`src/rtl/register_file_dump_if.sv`:
```
// Dump stream between the register file and the debug/UART consumer.
// master: register file side (sources beats); slave: consumer side.
interface register_file_dump_if #(
  parameter int REGS  = 5,
  parameter int NBITS = 32
) ();
  logic             dump_start;
  logic             dump_ready;
  logic             dump_valid;
  logic [REGS-1:0]  dump_addr;
  logic [NBITS-1:0] dump_data;
  logic             dump_busy;
  logic             dump_done;

  modport master (
    input  dump_start, dump_ready,
    output dump_valid, dump_addr, dump_data, dump_busy, dump_done
  );

  modport slave (
    output dump_start, dump_ready,
    input  dump_valid, dump_addr, dump_data, dump_busy, dump_done
  );
endinterface

```
`src/rtl/register_file_dump.sv`:
```
// MIPS general-purpose register file for the ID stage: two async read
// ports, one step-gated write port, a never-bypassed debug read port and
// a handshaked engine that streams every register (index, value) out.
// Build option: define REGFILE_BYPASS_EN to forward a same-cycle write to
// the rs/rt read ports; left undefined, reads see stored contents only.
//
// Dump FSM
//   state | meaning
//   IDLE  | waiting for dump_start
//   SEND  | beat at dump_addr presented, advances on dump_ready
//   DONE  | last beat accepted, one-cycle done pulse
module register_file_dump #(
  parameter int NREGS   = 32,
  parameter int REGS    = 5,
  parameter int NBITS   = 32,
  parameter int R0_ZERO = 1
) (
  input  logic              i_clk,
  input  logic              i_reset_n,
  input  logic              i_RegWrite,
  input  logic              i_step,
  input  logic [REGS-1:0]   i_RD,
  input  logic [NBITS-1:0]  i_DatoEscritura,
  input  logic [REGS-1:0]   i_dir_rs,
  input  logic [REGS-1:0]   i_dir_rt,
  output logic [NBITS-1:0]  o_data_rs,
  output logic [NBITS-1:0]  o_data_rt,
  input  logic [REGS-1:0]   i_RegDebug,
  output logic [NBITS-1:0]  o_RegDebug,
  register_file_dump_if.master dump
);

  typedef enum logic [1:0] {
    ST_IDLE = 2'd0,
    ST_SEND = 2'd1,
    ST_DONE = 2'd2
  } state_t;

  localparam logic [REGS:0]   NREGS_W = (REGS+1)'(NREGS);
  localparam logic [REGS-1:0] LAST    = REGS'(NREGS - 1);

  logic [NBITS-1:0] mem [NREGS];

  state_t           state_q, state_d;
  logic [REGS-1:0]  addr_q, addr_d;
  logic [NBITS-1:0] data_q;
  logic             load;
  logic             wr_en;

  logic [NBITS-1:0] rs_stored, rt_stored, dbg_stored, ld_stored, ld_val;

  function automatic logic addr_ok(input logic [REGS-1:0] a);
    return ({1'b0, a} < NREGS_W);
  endfunction

  function automatic logic is_zero_reg(input logic [REGS-1:0] a);
    return (R0_ZERO != 0) && (a == '0);
  endfunction

  assign wr_en = i_RegWrite && i_step && addr_ok(i_RD) && !is_zero_reg(i_RD);

  // Register array: reset loads each register with its own index.
  always_ff @(posedge i_clk or negedge i_reset_n) begin
    if (!i_reset_n) begin
      for (int i = 0; i < NREGS; i++) begin
        mem[i] <= NBITS'(i);
      end
    end else if (wr_en) begin
      mem[i_RD] <= i_DatoEscritura;
    end
  end

  // Stored-value reads; out-of-range and the hard-wired zero register read 0.
  always_comb begin
    rs_stored  = '0;
    rt_stored  = '0;
    dbg_stored = '0;
    ld_stored  = '0;
    if (addr_ok(i_dir_rs)   && !is_zero_reg(i_dir_rs))   rs_stored  = mem[i_dir_rs];
    if (addr_ok(i_dir_rt)   && !is_zero_reg(i_dir_rt))   rt_stored  = mem[i_dir_rt];
    if (addr_ok(i_RegDebug) && !is_zero_reg(i_RegDebug)) dbg_stored = mem[i_RegDebug];
    if (addr_ok(addr_d)     && !is_zero_reg(addr_d))     ld_stored  = mem[addr_d];
  end

`ifdef REGFILE_BYPASS_EN
  assign o_data_rs = (wr_en && (i_dir_rs == i_RD)) ? i_DatoEscritura : rs_stored;
  assign o_data_rt = (wr_en && (i_dir_rt == i_RD)) ? i_DatoEscritura : rt_stored;
`else
  assign o_data_rs = rs_stored;
  assign o_data_rt = rt_stored;
`endif

  assign o_RegDebug = dbg_stored;

  // A beat snapshot includes a write landing on the same edge, so the
  // value streamed matches what the register holds after that edge.
  assign ld_val = (wr_en && (i_RD == addr_d)) ? i_DatoEscritura : ld_stored;

  // Dump FSM state register.
  always_ff @(posedge i_clk or negedge i_reset_n) begin
    if (!i_reset_n) begin
      state_q <= ST_IDLE;
    end else begin
      state_q <= state_d;
    end
  end

  // Dump FSM next state, next beat index and load strobe.
  always_comb begin
    state_d = state_q;
    addr_d  = addr_q;
    load    = 1'b0;
    case (state_q)
      ST_IDLE: begin
        if (dump.dump_start) begin
          state_d = ST_SEND;
          addr_d  = '0;
          load    = 1'b1;
        end
      end
      ST_SEND: begin
        if (dump.dump_ready) begin
          if (addr_q == LAST) begin
            state_d = ST_DONE;
          end else begin
            addr_d = addr_q + 1'b1;
            load   = 1'b1;
          end
        end
      end
      ST_DONE: begin
        state_d = ST_IDLE;
      end
      default: begin
        state_d = ST_IDLE;
      end
    endcase
  end

  // Beat registers: held stable until the consumer accepts the beat.
  always_ff @(posedge i_clk or negedge i_reset_n) begin
    if (!i_reset_n) begin
      addr_q <= '0;
      data_q <= '0;
    end else begin
      addr_q <= addr_d;
      if (load) data_q <= ld_val;
    end
  end

  assign dump.dump_valid = (state_q == ST_SEND);
  assign dump.dump_busy  = (state_q != ST_IDLE);
  assign dump.dump_done  = (state_q == ST_DONE);
  assign dump.dump_addr  = addr_q;
  assign dump.dump_data  = data_q;

endmodule

```
`src/flat_wrapper.sv`:
```
// flat-port wrapper written by rule: the top's interface ports become plain ports
module register_file_dump_flat 
#(
  parameter int NREGS   = 32,
  parameter int REGS    = 5,
  parameter int NBITS   = 32,
  parameter int R0_ZERO = 1
)
  (i_clk, i_reset_n, i_RegWrite, i_step, i_RD, i_DatoEscritura, i_dir_rs, i_dir_rt, o_data_rs, o_data_rt, i_RegDebug, o_RegDebug, dump_dump_start, dump_dump_ready, dump_dump_valid, dump_dump_addr, dump_dump_data, dump_dump_busy, dump_dump_done);
  register_file_dump_if #(.REGS(REGS), .NBITS(NBITS)) dump_i ();
  input  logic i_clk;
  input  logic i_reset_n;
  input  logic i_RegWrite;
  input  logic i_step;
  input  logic [REGS-1:0] i_RD;
  input  logic [NBITS-1:0] i_DatoEscritura;
  input  logic [REGS-1:0] i_dir_rs;
  input  logic [REGS-1:0] i_dir_rt;
  output logic [NBITS-1:0] o_data_rs;
  output logic [NBITS-1:0] o_data_rt;
  input  logic [REGS-1:0] i_RegDebug;
  output logic [NBITS-1:0] o_RegDebug;
  input wire logic [$bits(dump_i.dump_start)-1:0] dump_dump_start;
  input wire logic [$bits(dump_i.dump_ready)-1:0] dump_dump_ready;
  output wire logic [$bits(dump_i.dump_valid)-1:0] dump_dump_valid;
  output wire logic [$bits(dump_i.dump_addr)-1:0] dump_dump_addr;
  output wire logic [$bits(dump_i.dump_data)-1:0] dump_dump_data;
  output wire logic [$bits(dump_i.dump_busy)-1:0] dump_dump_busy;
  output wire logic [$bits(dump_i.dump_done)-1:0] dump_dump_done;
  assign dump_i.dump_start = dump_dump_start;
  assign dump_i.dump_ready = dump_dump_ready;
  assign dump_dump_valid = dump_i.dump_valid;
  assign dump_dump_addr = dump_i.dump_addr;
  assign dump_dump_data = dump_i.dump_data;
  assign dump_dump_busy = dump_i.dump_busy;
  assign dump_dump_done = dump_i.dump_done;
  register_file_dump #(.NREGS(NREGS), .REGS(REGS), .NBITS(NBITS), .R0_ZERO(R0_ZERO)) u_core (.i_clk(i_clk), .i_reset_n(i_reset_n), .i_RegWrite(i_RegWrite), .i_step(i_step), .i_RD(i_RD), .i_DatoEscritura(i_DatoEscritura), .i_dir_rs(i_dir_rs), .i_dir_rt(i_dir_rt), .o_data_rs(o_data_rs), .o_data_rt(o_data_rt), .i_RegDebug(i_RegDebug), .o_RegDebug(o_RegDebug), .dump(dump_i));
endmodule
```
`config.mk`:
```
export PLATFORM = sky130hd
export DESIGN_NAME = register_file_dump_flat
export DESIGN_NICKNAME = d
export VERILOG_FILES = /design/src/rtl/register_file_dump_if.sv /design/src/rtl/register_file_dump.sv /design/src/flat_wrapper.sv
export SDC_FILE = /design/constraint.sdc
export NUM_CORES = 2
export LEC_CHECK = 0
export BUFFER_PORTS_ARGS = -buffer_cell sky130_fd_sc_hd__buf_2
export CORE_MARGIN = 2
export CORE_UTILIZATION = 45
export CTS_CLUSTER_DIAMETER = 60
export DETAILED_ROUTE_END_ITERATION = 7
export GPL_TIMING_DRIVEN = 1
export PLACE_DENSITY = 0.57
export RECOVER_POWER = 50
export SLEW_MARGIN = 20
export SYNTH_ARGS = -nofsm -noshare
export SYNTH_HDL_FRONTEND = slang
export SYNTH_SLANG_ARGS = --single-unit
```
`constraint.sdc`:
```
create_clock -name i_clk -period 6.5 [get_ports i_clk]
set_clock_uncertainty 0.1 [all_clocks]
set_input_delay 0.975 -clock i_clk [delete_from_list [all_inputs] [get_ports i_clk]]
set_output_delay 0.975 -clock i_clk [all_outputs]
set_load 0.05 [all_outputs]
```
==> run summary <==
status -> finished, violations left
failing checks -> max-capacitance violations, max-slew violations
fin crit period -> 5.88 ns
Vias -> 54800
commonest non-fill, non-tap cell in the layout -> mux2_2
Clock Sinks -> 1063
ys async rst share -> 100%
Die X -> 405 um
met2 GRT Util -> 49.7%
setup TNS -> 0 ns
Via density -> 7.05
post-synthesis sequential area ratio -> 36.8%
flops & latches, synth -> 1063
htree depth -> 4
ranking of synthesized cells by area -> dfrtp_1 (34%), mux4_2 (30%), mux2_2 (15%)
Hold Path Class -> register to register
Initial Util -> 45.3%
post-synthesis cell area -> 72500 sq um
post-synth cell types -> 61
I/O pin count -> 194
Power Dens Cells -> 362 nW/um^2
Total Wirelength -> 271000 um
Pre-antenna DRT Iters -> 6
syn nets -> 5724
Final Instance Area -> 80300 sq um
Sw Ratio -> 42.7%
max-cap violation count -> 7
post-detail-place hpwl -> 159000 um
antenna-violating nets left -> 0
CTS tree -> built
Yosys warnings -> 0
die footprint -> 164000 sq um
initial DRC count -> 7114
RSZ-0062 raised after global routing -> false
fraction of layout cells with a size suffix above 1 -> 47.9%
deepest clock path buffer count -> 3
Worst setup SP type -> register
pin count of the biggest net entering global routing -> 175
Die Height -> 405 um
commonest cells after routing, fill and taps aside -> mux2_2 (993), dfrtp_1 (983), mux4_2 (960), nand2_1 (875), nand3_1 (324)
met1 Track Usage GR -> 45.6%
slew at the pin with the worst max-slew slack -> 4.87 ns
GP Congestion -> 0.852
DRC Markers -> 0
Total GRT Usage -> 33.2%
Layout Nets -> 5552
HP Start -> u_core.mem[1001]
Seq pwr share -> 30.5%
Post-Route Utilization -> 50.1%
Routed wire per std cell -> 34.9 um
Clk network pwr share -> 27.2%
area of the multi-input gates -> 43500 sq um
dpl cell area -> 75700 sq um
Root Driver -> clkbuf_16
port bufs -> 193
Slew Limit Fails -> 190
latest clock arrival within the worst-skew pair -> 0.80 ns
Final WS setup -> 0.620 ns
Post-CTS Repair Setup Buffers -> 0
WP data arrival -> 6.50 ns
post-synth top area share -> 33.9%
Core Area -> 160000 sq um
sequential cell area -> 26700 sq um
switching power -> 12400 uW
Max-Slew Margin vs Limit -> -225%
Max VDD drop -> 0.766 mV
kind of end point of the critical path -> register
GR Layer Usage met3 -> 8.08%
final hold violations -> 0
CP Class -> register to register
top_reg_cell synth -> dfrtp_1
Critical R2R Launch -> u_core.dump.dump_addr[0]
Yosys top cell by area -> dfrtp_1
final setup vio count -> 0
cts hold-fix bufs -> 0
initial antenna violation count -> 12
GRT Max-Usage Layer -> met2
total CTS buffers -> 137
FP Rows -> 147
FMAX -> 0.170 GHz
P_leak -> 0.0327 uW
Syn Area/Cell -> 12.8 sq um
Logic pwr share -> 42.3%
Layout area overhead -> 10.8%
Int Power -> 16700 uW
Clock transition at path regs -> 0.06 ns
Worst Setup SP -> u_core.dump.dump_addr[0]
Syn Inst Count -> 5665
first-pass GRT wire length -> 392000 um
dpl ws -> 1.42 ns
worst-path maximum fanout -> 35
GR Overflow Total -> 0
Crit path required time -> 7.12 ns
vias in the first global route -> 53300
post-cts sizing count -> 0
Final period util -> 90.5%
Post-synth EDFFs -> 0
Fill cells -> 13900
[logic make-up after synthesis]
family / Yosys count / share of synthesized area, %
flip-flops: 1063 / 36.8
buffers and inverters: 662 / 3.62
adder cells (fa/ha/maj): 1 / 0.0173
multiplexers: 2082 / 47.0
XOR/XNOR: 2 / 0.0242
AND/OR/NAND/NOR: 1477 / 8.91
AO/OA/AOI/OAI: 378 / 3.56
[area by class of cell]
cell class / instances / share of cell area (%)
Antenna cell: 5 / 0.0156
Clock buffer: 186 / 4.92
Clock inverter: 62 / 0.896
Inverter: 8 / 0.0607
Multi-Input combinational cell: 3940 / 54.1
Sequential cell: 1063 / 33.2
Tap cell: 2160 / 3.36
Timing Repair Buffer: 343 / 3.37
[flip-flops by register name (all words and copies together) (netlist names)]
| signal | count |
|---|---|
| u_core.mem | 1024 |
| u_core.dump.dump_data | 32 |
| u_core.dump.dump_addr | 5 |
| u_core.state_q | 2 |
[worst max-delay path, cell delays in order (launching register included)]
cell,delay [ns]
dfrtp_1,0.45
ha_1,0.23
nand4_1,0.19
a21oi_1,0.38
nor2_4,0.09
inv_4,0.09
clkbuf_1,2.16
nor2_4,0.32
buf_12,0.36
nand3_1,0.14
a31oi_1,0.13
o311ai_0,0.86
o22a_1,0.21
[Yosys cell counts, types with 3 or more instances]
library cell  number
or4_1              3
inv_1              5
a32oi_1           32
nand4_1           65
mux2i_1          129
nor2b_1            6
dfrtp_1          983
mux4_2           960
o22ai_1           32
nand2_1          879
a21oi_1          132
dfstp_2           80
a211oi_1           3
o311ai_0          24
buf_6              4
nand3_1          329
a31oi_1           34
or2_2              3
mux2_2           993
nor2_1           128
nor3_1             7
nand2b_1           3
o311ai_1           7
clkbuf_1         386
and3_1             3
buf_2             75
and2_1             5
a22oi_1           64
nor4_1             3
nor3_2            35
buf_1            185
o22a_1            31
buf_4              4
[power by group through the flow]
stage                     combinational, uW  sequential (uW)  clock [uW]
after global routing                  12900             8990        8300
after global placement                12000             8860           0
after CTS                             12100             8800        8020
final                                 12300             8870        7920
after detailed placement              12000             8910           0
after floorplan                        7810             8870           0
[through the flow]
step	power, uW	hold WS (ns)	instances
floorplan	16700	0.378	5665
global placement	20800	0.320	7510
detailed placement	21000	0.327	7513
CTS	28900	0.101	7761
global route	30200	0.358	7766
finish	29100	0.339	7767
[routing by layer]
layer  up-vias  routed length (um)
li1      21600                   -
met4        16               13800
met5         -                 117
met1     29000              107000
met3       739               27400
met2      3404              123000
[final timing paths]
check | slack (ns) | to | cells after the start
setup / recovery | 0.62 | u_core.dump.dump_data[3] | 12
hold / removal | 0.34 | u_core.mem[1001] | 0
setup reg to reg | 0.62 | u_core.dump.dump_data[3] | 12
hold reg to reg | 0.34 | u_core.mem[1001] | 0
max in group asynchronous | 1.45 | u_core.mem[363] | 1
min in group asynchronous | 2.02 | u_core.dump.dump_data[1] | 1
Note: power is estimated with default switching activity, not from simulation.
